[src/rtl/rob_wb_arbiter.sv]
// rob_wb_arbiter: shares the single ROB writeback/wakeup port between the
// ALU and the load unit. Each requester has a small circular FIFO; one
// buffered head per cycle is granted (ALU first, with a starvation counter
// forcing load progress) and emitted as a registered one-cycle pulse.
// A retire-time flush discards everything buffered.
// Optional feature macro: ROB_WB_ARB_BYPASS_EN lets a request arriving at an
// empty buffer compete for the grant in the same cycle (1-cycle latency).
module rob_wb_arbiter #(
  parameter int ALU_BUF_DEPTH  = 2,
  parameter int LD_BUF_DEPTH   = 2,
  parameter int STARVE_LIMIT   = 3,
  parameter int ROB_ID_WIDTH   = 4,
  parameter int REG_DATA_WIDTH = 32,
  parameter int ADDR_WIDTH     = 32
) (
  input  logic                      clk,
  input  logic                      rst_aL,
  input  logic                      alu_valid,
  output logic                      alu_ready,
  input  logic [ROB_ID_WIDTH-1:0]   alu_rob_id,
  input  logic [REG_DATA_WIDTH-1:0] alu_reg_data,
  input  logic                      alu_npc_valid,
  input  logic                      alu_npc_mispred,
  input  logic [ADDR_WIDTH-1:0]     alu_npc,
  input  logic                      ld_valid,
  output logic                      ld_ready,
  input  logic [ROB_ID_WIDTH-1:0]   ld_rob_id,
  input  logic [REG_DATA_WIDTH-1:0] ld_reg_data,
  input  logic                      flush,
  output logic                      wb_valid,
  output logic                      wb_src,
  output logic [ROB_ID_WIDTH-1:0]   wb_rob_id,
  output logic [REG_DATA_WIDTH-1:0] wb_reg_data,
  output logic                      wb_npc_valid,
  output logic                      wb_npc_mispred,
  output logic [ADDR_WIDTH-1:0]     wb_npc
);

  localparam int AE_W = ROB_ID_WIDTH + REG_DATA_WIDTH + 2 + ADDR_WIDTH;
  localparam int LE_W = ROB_ID_WIDTH + REG_DATA_WIDTH;
  localparam int AP_W = (ALU_BUF_DEPTH > 1) ? $clog2(ALU_BUF_DEPTH) : 1;
  localparam int LP_W = (LD_BUF_DEPTH > 1) ? $clog2(LD_BUF_DEPTH) : 1;
  localparam int AC_W = $clog2(ALU_BUF_DEPTH + 1);
  localparam int LC_W = $clog2(LD_BUF_DEPTH + 1);
  localparam int SC_W = $clog2(STARVE_LIMIT + 1);

  logic [AE_W-1:0] alu_mem [ALU_BUF_DEPTH];
  logic [LE_W-1:0] ld_mem  [LD_BUF_DEPTH];
  logic [AP_W-1:0] alu_wr_ptr, alu_rd_ptr;
  logic [LP_W-1:0] ld_wr_ptr, ld_rd_ptr;
  logic [AC_W-1:0] alu_cnt;
  logic [LC_W-1:0] ld_cnt;
  logic [SC_W-1:0] starve_cnt;

  logic [AE_W-1:0] alu_in_ent, alu_cand_ent_p0;
  logic [LE_W-1:0] ld_in_ent, ld_cand_ent_p0;
  logic            alu_byp_p0, ld_byp_p0;
  logic            alu_cand_vld_p0, ld_cand_vld_p0;
  logic            grant_alu_p0, grant_ld_p0;
  logic            alu_enq, alu_deq, ld_enq, ld_deq;

  logic [ROB_ID_WIDTH-1:0]   c_alu_rob_id, c_ld_rob_id;
  logic [REG_DATA_WIDTH-1:0] c_alu_data, c_ld_data;
  logic                      c_alu_nv, c_alu_nm;
  logic [ADDR_WIDTH-1:0]     c_alu_npc;

  function automatic logic [AP_W-1:0] alu_ptr_inc(input logic [AP_W-1:0] p);
    return (p == AP_W'(ALU_BUF_DEPTH - 1)) ? '0 : p + 1'b1;
  endfunction

  function automatic logic [LP_W-1:0] ld_ptr_inc(input logic [LP_W-1:0] p);
    return (p == LP_W'(LD_BUF_DEPTH - 1)) ? '0 : p + 1'b1;
  endfunction

  // Stage p0: buffer heads, handshake and grant
  assign alu_ready  = (alu_cnt != AC_W'(ALU_BUF_DEPTH)) && !flush;
  assign ld_ready   = (ld_cnt != LC_W'(LD_BUF_DEPTH)) && !flush;
  assign alu_in_ent = {alu_rob_id, alu_reg_data, alu_npc_valid, alu_npc_mispred, alu_npc};
  assign ld_in_ent  = {ld_rob_id, ld_reg_data};

`ifdef ROB_WB_ARB_BYPASS_EN
  // ready already folds in !flush, so bypass is off during a flush
  assign alu_byp_p0 = (alu_cnt == '0) && alu_valid && alu_ready;
  assign ld_byp_p0  = (ld_cnt == '0) && ld_valid && ld_ready;
`else
  assign alu_byp_p0 = 1'b0;
  assign ld_byp_p0  = 1'b0;
`endif

  assign alu_cand_vld_p0 = (alu_cnt != '0) || alu_byp_p0;
  assign ld_cand_vld_p0  = (ld_cnt != '0) || ld_byp_p0;
  assign alu_cand_ent_p0 = (alu_cnt != '0) ? alu_mem[alu_rd_ptr] : alu_in_ent;
  assign ld_cand_ent_p0  = (ld_cnt != '0) ? ld_mem[ld_rd_ptr] : ld_in_ent;
  assign {c_alu_rob_id, c_alu_data, c_alu_nv, c_alu_nm, c_alu_npc} = alu_cand_ent_p0;
  assign {c_ld_rob_id, c_ld_data} = ld_cand_ent_p0;

  // Fixed ALU priority unless the load has waited STARVE_LIMIT ALU wins
  always_comb begin
    grant_alu_p0 = 1'b0;
    grant_ld_p0  = 1'b0;
    if (!flush) begin
      if (alu_cand_vld_p0 && ld_cand_vld_p0) begin
        if (starve_cnt == SC_W'(STARVE_LIMIT)) grant_ld_p0 = 1'b1;
        else                                   grant_alu_p0 = 1'b1;
      end else if (alu_cand_vld_p0) begin
        grant_alu_p0 = 1'b1;
      end else if (ld_cand_vld_p0) begin
        grant_ld_p0 = 1'b1;
      end
    end
  end

  // A bypassed grant consumes the input directly and never touches the FIFO
  assign alu_deq = grant_alu_p0 && (alu_cnt != '0);
  assign ld_deq  = grant_ld_p0 && (ld_cnt != '0);
  assign alu_enq = alu_valid && alu_ready && !(grant_alu_p0 && alu_byp_p0);
  assign ld_enq  = ld_valid && ld_ready && !(grant_ld_p0 && ld_byp_p0);

  // FIFO payload storage (data only, no reset needed)
  always_ff @(posedge clk) begin
    if (alu_enq) alu_mem[alu_wr_ptr] <= alu_in_ent;
    if (ld_enq)  ld_mem[ld_wr_ptr]   <= ld_in_ent;
  end

  // FIFO pointers and occupancy; reset or flush empties both buffers
  always_ff @(posedge clk) begin
    if (!rst_aL || flush) begin
      alu_wr_ptr <= '0;
      alu_rd_ptr <= '0;
      alu_cnt    <= '0;
      ld_wr_ptr  <= '0;
      ld_rd_ptr  <= '0;
      ld_cnt     <= '0;
    end else begin
      if (alu_enq) alu_wr_ptr <= alu_ptr_inc(alu_wr_ptr);
      if (alu_deq) alu_rd_ptr <= alu_ptr_inc(alu_rd_ptr);
      if (alu_enq && !alu_deq)      alu_cnt <= alu_cnt + 1'b1;
      else if (!alu_enq && alu_deq) alu_cnt <= alu_cnt - 1'b1;
      if (ld_enq) ld_wr_ptr <= ld_ptr_inc(ld_wr_ptr);
      if (ld_deq) ld_rd_ptr <= ld_ptr_inc(ld_rd_ptr);
      if (ld_enq && !ld_deq)      ld_cnt <= ld_cnt + 1'b1;
      else if (!ld_enq && ld_deq) ld_cnt <= ld_cnt - 1'b1;
    end
  end

  // Starvation counter: counts ALU wins while a load is waiting
  always_ff @(posedge clk) begin
    if (!rst_aL || flush) begin
      starve_cnt <= '0;
    end else if (grant_ld_p0 || !ld_cand_vld_p0) begin
      starve_cnt <= '0;
    end else if (grant_alu_p0 && alu_cand_vld_p0 &&
                 (starve_cnt != SC_W'(STARVE_LIMIT))) begin
      starve_cnt <= starve_cnt + 1'b1;
    end
  end

  // Stage p1: registered writeback pulse; data holds when no grant
  always_ff @(posedge clk) begin
    if (!rst_aL) begin
      wb_valid       <= 1'b0;
      wb_src         <= 1'b0;
      wb_rob_id      <= '0;
      wb_reg_data    <= '0;
      wb_npc_valid   <= 1'b0;
      wb_npc_mispred <= 1'b0;
      wb_npc         <= '0;
    end else begin
      wb_valid <= grant_alu_p0 || grant_ld_p0;
      if (grant_alu_p0) begin
        wb_src         <= 1'b0;
        wb_rob_id      <= c_alu_rob_id;
        wb_reg_data    <= c_alu_data;
        wb_npc_valid   <= c_alu_nv;
        wb_npc_mispred <= c_alu_nm;
        wb_npc         <= c_alu_npc;
      end else if (grant_ld_p0) begin
        wb_src         <= 1'b1;
        wb_rob_id      <= c_ld_rob_id;
        wb_reg_data    <= c_ld_data;
        wb_npc_valid   <= 1'b0;
        wb_npc_mispred <= 1'b0;
        wb_npc         <= '0;
      end
    end
  end

endmodule

[config.mk]
export PLATFORM = sky130hd
export DESIGN_NAME = rob_wb_arbiter
export DESIGN_NICKNAME = d
export VERILOG_FILES = /design/src/rtl/rob_wb_arbiter.sv
export SDC_FILE = /design/constraint.sdc
export NUM_CORES = 1
export LEC_CHECK = 0
export ABC_CLOCK_PERIOD_IN_PS = 9400
export CORE_MARGIN = 1.5
export CORE_UTILIZATION = 56
export DETAILED_ROUTE_END_ITERATION = 8
export DONT_BUFFER_PORTS = 1
export GPL_TIMING_DRIVEN = 0
export PLACE_DENSITY = 0.76
export SYNTH_ARGS = -nofsm -noshare
export SYNTH_HDL_FRONTEND = slang
export SYNTH_SLANG_ARGS = --single-unit
[constraint.sdc]
create_clock -name clk -period 9.4 [get_ports clk]
set_input_delay 1.41 -clock clk [delete_from_list [all_inputs] [get_ports clk]]
set_output_delay 1.41 -clock clk [all_outputs]
set_load 0.01 [all_outputs]
## Word-level counts from Yosys, hierarchy flattened

Memories as Yosys holds them, arrays and structs flattened. A register that Yosys moved wholly into a read port is not among the register bits.
Index checks and enable logic that the tools add are counted.
W data, S select, Z words.

- Register bits: 82
- RAM bits: 212
- Bits of input ports: 111
- Output and inout bits: 74
- Memories: 2

Memory list:

| memory | depth | bits a word | rd ports | clocked after memory_dff | wr ports | RTL line | RTL |
|---|---|---|---|---|---|---|---|
| alu_mem | 2 | 70 | 1 | 1 | 1 | 47 | `logic [AE_W-1:0] alu_mem [ALU_BUF_DEPTH];` |
| ld_mem | 2 | 36 | 1 | 1 | 1 | 48 | `logic [LE_W-1:0] ld_mem [LD_BUF_DEPTH];` |

- Add/sub/neg operators: 9
- Eq/ne operators: 4
- Multiplexer cells: 36
- Bitwise logic cells: 1
- Reduce and logical (&&, ||, !) cells: 29

Operators with widths:

| kind | count |
|---|---|
| $mux W32 | 4 |
| $mux W70 | 1 |
| $mux W36 | 1 |
| $mux W1 | 24 |
| $logic_and A1 B1 Y1 | 12 |
| $reduce_bool A2 Y1 | 5 |
| $mux W2 | 4 |
| $mux W4 | 2 |
| $logic_not A1 Y1 | 7 |
| $add A2 B1 Y2 const B | 3 |
| $ne A2 B2 Y1 const B | 3 |
| $add A1 B1 Y1 const B | 4 |
| $reduce_or A2 Y1 | 2 |
| $sub A2 B1 Y2 const B | 2 |
| $logic_or A1 B1 Y1 | 3 |
| $eq A2 B2 Y1 const B | 1 |
| $not A1 Y1 | 1 |

## Depth between registers and ports, before layout

Gate-level depths: netlist (run 1).

- Depth after elaboration: 9
- Mapped depth: 9
- Depth with buffers taken out: 8

## Worst setup path after synthesis (run 1)

Ideal clock, no wire load.

- Path type: in2reg
- From: input flush
- To: register alu_wr_ptr
- Library setup time: 88 ps
- Arrival time: 9156 ps
- Required time: 9312 ps
- Slack: 156 ps
- Cell stages on the path: 3
- Cell sequence: clkbuf_1 -> nor4_1 -> o21ba_2

- Longest elaborated chain between the ends: 3

RTL lines:

| element | RTL line | RTL |
|---|---|---|
| start, declared | 29 | `input logic flush,` |
| $logic_not A1 Y1 | -- |  |
| $logic_and A1 B1 Y1 | 76 | `assign alu_ready = (alu_cnt != AC_W'(ALU_BUF_DEPTH)) && !flush;` |
| $logic_and A1 B1 Y1 | 116 | `assign alu_enq = alu_valid && alu_ready && !(grant_alu_p0 && alu_byp_p0);` |
| end signal, assigned | 135 | `if (alu_enq) alu_wr_ptr <= alu_ptr_inc(alu_wr_ptr);` |
| end, declared | 49 | `logic [AP_W-1:0] alu_wr_ptr, alu_rd_ptr;` |

Parallel ways exist; a longest one is shown, timed or not.
A chain may end at the register's enable or synchronous reset.

## Final worst setup path (run 1)

- From: input flush
- To: output alu_ready

- Longest elaborated chain between the ends: 2

RTL lines:

| element | RTL line | RTL |
|---|---|---|
| $logic_not A1 Y1 | -- |  |
| $logic_and A1 B1 Y1 | 76 |  |
| end, declared | 19 | `output logic alu_ready,` |

Every way passes these cells.

==> flow_summary_export.csv, run 1 <==
group,metric,value,unit
final_layout,drive_gt1_share,19.7,%
final_layout,antenna_cells_inserted,0,
pwr,total_leakage_power,4.32,nW
pwr,vdd_ir_drop_max,0.222,mV
clock_tree,htreeDepth,1,
global_routing,overflow,0,
global_routing,grt_max_degree,39,
critical_path,type_of_the_worst_setup_path,"primary input to output pin",
clock_tree,postCtsHoldBufs,0,
synth,yosys_register_bits,296,
timing,timing_max_transition_violations_final,0,
critical_path,worstPathCellList,"clkbuf_1 > nor2_1",
hold_path,beginning_of_the_worst_hold_path,"starve_cnt[0]$_SDFFE_PP0P_",
critical_path,timing.critical_path.max_delay_family,"buffers and inverters",
clock_tree,clk-insertion-delay-late,0.54,ns
floorplan,fp.dieW,142,µm
routing,initialDrtViolationCount,307,
timing,clock-skew-final,0.0119,ns
hold_path,worst_hold_path_type,"register to register",
global_routing,grt_antenna_before_repair,0,
synth,cell_with_the_most_instances_after_synthesis,"edfxtp_1",
global_routing,number_of_global_route_vias_before_repair,6241,
placement,detailedPlace.worstSlack,5.96,ns
final_layout,count_of_placed_standard_cells_in_the_final_layout_fillers_left_out,980,
final_layout,stdcell_area,12400,µm²
critical_path,timing.critical_path.slowest_stage_cell,"clkbuf_1",
routing,via_count,5840,
placement,dp.final_hpwl,15.3,mm
critical_path,worstPathRequired,7.99,ns
final_layout,area_growth,13.7,%
clock_tree,cts_buffers,30,
synth,synth_largest_type_area_fraction,58.5,%
synth,synthesis.nets,761,
floorplan,top_level_ports,185,
placement,post-place-cells,924,
critical_path,timing.critical_path.to_type,"output pin",
job,drv.max_cap_violation_count,0,
synth,ys.flop_type,"edfxtp_1",
clock_tree,cts_num_sinks,296,
final_layout,fillers,1323,
clock_tree,clk_path_buf_depth,3,
clock_tree,cts_root_buffer,"clkbuf_16",
timing,worst_slew_pin_slew,0.938,ns
synth,yosys.cell_types.count,33,
critical_path,critical_r2r_capture,"alu_cnt[1]$_SDFFE_PP0P_",
routing,antenna_violating_nets_post_route,0,
floorplan,rows,50,
timing,min_period_over_period,36.5,%
synth,ys_top_cells_by_area,"edfxtp_1, dfxtp_1, mux2i_1, nor4_1, mux2_2",
timing,timing.fmax,292,MHz
synth,yosysWarningCount,0,
timing,final.min_clock_period,3.43,ns
synth,synth_top_area_cell,"edfxtp_1",
pwr,power_density,227,nW/µm²
critical_path,cp_arrival,2.02,ns
clock_tree,cts_tree,"built",
floorplan,die-height,142,µm
final_layout,multi_input_combinational_cell_area,2540,µm²
critical_path,cp_num_buf_inv,1,
synth,seq_area_frac_synth,73.9,%
placement,final_weighted_congestion_in_routability_driven_placement,0.854,
clock_tree,post_cts_buffers,0,
hold_path,min_to,"starve_cnt[0]$_SDFFE_PP0P_",
routing,vias_per_cell,5.96,
final_layout,number_of_nets_in_the_layout,810,
clock_tree,cts_repair_resize_count,0,
synth,synthesis.area,10900,µm²
final_layout,sequential_cell_area,8050,µm²
routing,wl,22.4,mm
floorplan,design.die.area,20300,µm²
clock_tree,clk_pin_slew_worst_paths,0.06,ns
timing,final-hold-violation-count,0,
critical_path,critical-path-max-stage-delay,0.38,ns
timing,grt_setup_unrepaired,"false",
placement,io_buffer_count,0,
synth,netlist_top_cells_count,"edfxtp_1, dfxtp_1, nor4_1",
floorplan,placeableCoreArea,18900,µm²
floorplan,initial_core_util,57.6,%
routing,detailed_route_drc_error_count,0,
synth,syn-instance-count,647,
global_routing,first_pass_grt_wire_length,34.1,mm
synth,synth-async-reset-ratio,0,%
synth,synth_edf_count,212,
timing,fin_ws,5.97,ns
critical_path,crit-reg2reg-launch,"starve_cnt[0]$_SDFFE_PP0P_",
synth,post_synth.cell_area_avg,16.8,µm²
routing,route.detailed.wl_per_inst,22.8,µm
timing,max_slew_margin,37.5,%
routing,dr.pass1.iters,5,
critical_path,worstSetupStartpointType,"primary input",
placement,placedInstanceArea,11400,µm²
critical_path,r2r.worst_path.cells,7,
hold_path,whs_path_depth,1,
timing,whs,0.429,ns
global_routing,grtUsageTotal,22.2,%
pwr,power_after_layout,0.00281,W
critical_path,reg2reg_slack,7.14,ns
critical_path,path_max_fanout,10,
timing,report.final.setup_viol,0,
status,run_status,"completed",
report_power, final:
part           total (W)  internal (W)  leakage [nW]  switching (W)
registers        0.00148       0.00145          2.63      0.0000311
logic           0.000135     0.0000535          1.21      0.0000814
clock network    0.00119      0.000725         0.483       0.000468
per-layer routing:
layer	GRT usage, %	up-vias	routed length [µm]
li1	-	2702	-
met1	25.9	2880	8450
met2	38.4	215	11000
met3	8.92	43	2380
met4	5.75	0	508
met5	0	-	0
layout make-up:
| class | instances | area share, % |
|---|---|---|
| sequential | 296 | 65.0 |
| multi-input combinational | 299 | 20.6 |
| tap | 260 | 2.63 |
| buffer | 49 | 2.41 |
| clock buffer | 45 | 6.77 |
| clock inverter | 11 | 1.32 |
| inverter | 3 | 0.0910 |
| timing repair buffer | 17 | 1.19 |
per-stage QoR:
step | utilization, % | TNS [ns]
final | 65.5 | 0
after global routing | 65.5 | 0
after CTS | 65.5 | 0
after detailed placement | 60.2 | 0
after global placement | 59.3 | -248.74
after floorplan | - | 0
cells by family after synthesis:
group           Yosys count  synth area share, %
compound gates           88                 6.83
xor+xnor                  4                0.322
simple gates             98                 5.58
flops                   296                 73.9
buf+inv                  52                 2.84
mux                     106                 10.2
fa+ha+maj                 3                0.345
placed cells by master (no fill, tap or decap), types with 2 or more instances in the layout:
master and n:
buf_4 15, xor2_1 4, edfxtp_1 212, dfxtp_1 84, bufinv_16 4, or4_1 2
o31ai_1 2, nor2_1 7, buf_1 2, o21a_1 2, ha_1 3, buf_6 12
a21oi_1 6, inv_1 3, clkbuf_1 21, nor4_1 71, clkbuf_16 31, nor4_2 2
o21ba_2 3, o21ai_0 2, buf_2 28, or3_1 3, nor3_1 3, o31a_1 2
clkinv_2 3, a221o_1 36, mux2i_1 71, mux2_2 35, nor2b_1 3, a21o_1 34
worst max path at each step:
stage / from / to / slack (ns) / depth (start not counted)
floorplan: flush / alu_wr_ptr$_SDFFE_PP0P_ / 0.16 / 3
global placement: flush / alu_wr_ptr$_SDFFE_PP0P_ / -3.80 / 3
detailed placement: flush / alu_ready / 5.96 / 2
CTS: flush / alu_ready / 5.95 / 2
global route: flush / alu_ready / 5.93 / 2
finish: flush / alu_ready / 5.97 / 2
state kept, by name (all words and copies together), names as in the netlist, named ones only:
| register | count |
|---|---|
| wb_rob_id | 4 |
| ld_mem | 72 |
| wb_src | 1 |
| alu_rd_ptr | 1 |
| starve_cnt | 2 |
| alu_wr_ptr | 1 |
| wb_valid | 1 |
| ld_wr_ptr | 1 |
| ld_cnt | 2 |
| wb_npc_mispred | 1 |
| wb_reg_data | 32 |
| wb_npc_valid | 1 |
| alu_cnt | 2 |
| alu_mem | 140 |
| wb_npc | 32 |
| ld_rd_ptr | 1 |
Power figures use the tool's default switching activity.
==> run 2: changes to the inputs <==
--- a/config.mk
+++ b/config.mk
@@ -5,13 +5,13 @@
 export SDC_FILE = /design/constraint.sdc
 export NUM_CORES = 1
 export LEC_CHECK = 0
-export ABC_CLOCK_PERIOD_IN_PS = 9400
+export ABC_CLOCK_PERIOD_IN_PS = 3460
 export CORE_MARGIN = 1.5
 export CORE_UTILIZATION = 56
 export DETAILED_ROUTE_END_ITERATION = 8
 export DONT_BUFFER_PORTS = 1
 export GPL_TIMING_DRIVEN = 0
-export PLACE_DENSITY = 0.76
+export PLACE_DENSITY = 0.73
 export SYNTH_ARGS = -nofsm -noshare
 export SYNTH_HDL_FRONTEND = slang
 export SYNTH_SLANG_ARGS = --single-unit
==> constraint.sdc (replaced) <==
create_clock -name clk -period 3.46 [get_ports clk]
set_input_delay 0.519 -clock clk [delete_from_list [all_inputs] [get_ports clk]]
set_output_delay 0.519 -clock clk [all_outputs]
set_load 0.01 [all_outputs]
==> run 2 against run 1 <==
- combinational power rose to 2.7 times the previous value
- largest power group unchanged
- die area unchanged
- via count down 0.19%
- clock skew down 0.0041 ns
- critical endpoint is now alu_cnt[1]$_SDFFE_PP0P_
- clock-buffer cell count up 3
- worst setup slack worse by 4.8 ns
- core utilization down 0.70 points
==> flow_summary_export.csv, run 2 (synthesis results as in run 1) <==
group,metric,value,unit
timing,min_period_over_period,65.4,%
timing,max_slew_margin,39.9,%
critical_path,critical-path-max-stage-delay,0.43,ns
global_routing,grt_antenna_before_repair,0,
timing,whs,0.0794,ns
clock_tree,clk_pin_slew_worst_paths,0.06,ns
final_layout,number_of_nets_in_the_layout,800,
pwr,power_density,597,nW/µm²
final_layout,sequential_cell_area,8050,µm²
final_layout,area_growth,12.5,%
clock_tree,cts_num_sinks,296,
final_layout,antenna_cells_inserted,0,
floorplan,design.die.area,20300,µm²
timing,timing.fmax,442,MHz
hold_path,worst_hold_path_type,"primary input to register",
final_layout,largest-register,"alu_mem",
critical_path,type_of_the_worst_setup_path,"register to register",
routing,via_count,5829,
clock_tree,cts_buffers,29,
final_layout,drive_gt1_share,18.6,%
global_routing,number_of_global_route_vias_before_repair,6041,
status,run_status,"completed",
clock_tree,htreeDepth,1,
routing,detailed_route_drc_error_count,0,
placement,post-place-cells,915,
floorplan,initial_core_util,57.6,%
critical_path,timing.critical_path.to_type,"register",
pwr,vdd_ir_drop_max,0.481,mV
final_layout,fillers,1341,
floorplan,placeableCoreArea,18900,µm²
final_layout,layout_common_cells,"edfxtp_1, dfxtp_1, nor4_1, mux2i_1, a221o_1",
timing,final.min_clock_period,2.26,ns
critical_path,worstPathCellList,"ha_1 > o21a_1 > buf_2 > or3_1 > ha_1 > xor2_1 > or3_1 > a21oi_1",
global_routing,first_pass_grt_wire_length,33.1,mm
final_layout,multi_input_combinational_cell_area,2560,µm²
timing,final-hold-violation-count,0,
routing,initialDrtViolationCount,256,
clock_tree,post_cts_buffers,0,
global_routing,grtUsageTotal,21.5,%
clock_tree,clk_path_buf_depth,3,
timing,clock-skew-final,0.00779,ns
placement,final_weighted_congestion_in_routability_driven_placement,0.817,
timing,worst_slew_pin_slew,0.901,ns
pwr,power_after_layout,0.00731,W
final_layout,fin_util,64.8,%
job,drv.max_cap_violation_count,0,
final_layout,reg_top3,"alu_mem: 140 flops, ld_mem: 72 flops",
final_layout,mostFrequentLayoutCell,"edfxtp_1",
final_layout,largest_reg_flops,140,
critical_path,worstSetupStartpointType,"register",
critical_path,worstPathRequired,3.91,ns
clock_tree,postCtsHoldBufs,0,
routing,vias_per_cell,6.02,
pwr,total_leakage_power,4.24,nW
placement,io_buffer_count,0,
clock_tree,cts_repair_resize_count,0,
routing,antenna_violating_nets_post_route,0,
clock_tree,cts_tree,"built",
floorplan,die-height,142,µm
clock_tree,clk-insertion-delay-late,0.53,ns
routing,route.detailed.wl_per_inst,22.8,µm
timing,grt_setup_unrepaired,"false",
clock_tree,cts_root_buffer,"clkbuf_16",
floorplan,fp.dieW,142,µm
placement,dp.final_hpwl,14.9,mm
critical_path,cp_arrival,2.72,ns
global_routing,grt_max_degree,42,
routing,wl,22.1,mm
routing,dr.pass1.iters,4,
final_layout,count_of_placed_standard_cells_in_the_final_layout_fillers_left_out,968,
critical_path,path_max_fanout,10,
floorplan,rows,50,
timing,report.final.setup_viol,0,
critical_path,timing.critical_path.slowest_stage_cell,"or3_1",
timing,final.setup.tns,0,ns
timing,timing_max_transition_violations_final,0,
floorplan,top_level_ports,185,
global_routing,overflow,0,
[run 2: cell type report]
cell class                      instances  area share, %
Tap cell                              260           2.66
Multi-Input combinational cell        299           20.9
Clock inverter                          5          0.225
Sequential cell                       296           65.7
Inverter                                3         0.0920
Clock buffer                           48           7.09
Buffer                                 49           2.44
Timing Repair Buffer                    8          0.838
[run 2: path summary, 6_finish.rpt]
kind,from,to,slack [ns],cells past startpoint
setup / recovery,starve_cnt[0]$_SDFFE_PP0P_,alu_cnt[1]$_SDFFE_PP0P_,1.20,8
hold / removal,alu_npc[6],alu_mem[1][6]$_DFFE_PP_,0.08,0
setup reg to reg,starve_cnt[0]$_SDFFE_PP0P_,alu_cnt[1]$_SDFFE_PP0P_,1.20,8
hold reg to reg,starve_cnt[0]$_SDFFE_PP0P_,starve_cnt[0]$_SDFFE_PP0P_,0.44,1
[run 2: critical path, delay by kind of cell (launching register included)]
family / cells / cell delay [ns]
AND/OR/NAND/NOR: 2 / 0.76
XOR/XNOR: 1 / 0.15
buffers and inverters: 1 / 0.22
AO/OA/AOI/OAI: 2 / 0.31
adder cells (fa/ha/maj): 2 / 0.42
flip-flops: 1 / 0.31
[run 2: power breakdown]
| part | internal, W | total [W] | switching [W] | leakage [nW] |
|---|---|---|---|---|
| combinational | 0.000141 | 0.000367 | 0.000226 | 1.18 |
| clock | 0.00170 | 0.00292 | 0.00122 | 0.437 |
| sequential | 0.00393 | 0.00402 | 0.0000838 | 2.63 |
| total | 0.00578 | 0.00731 | 0.00153 | 4.24 |
[run 2: metal layers]
layer  up-vias  track usage (%)  share of wire [%]
met4         0             7.22                3.1
met3        50             8.14                9.8
met2       207             36.4                 48
met1      2903             25.2                 39
met5         -                0                  0
li1       2669                -                  -
[run 2: per-stage QoR]
step                      area [µm²]  setup slack [ns]
after floorplan                10900           0.00530
after global placement         11200             -1.29
after detailed placement       11300              1.13
after CTS                      12200              1.20
after global routing           12200              1.07
final                          12200              1.20
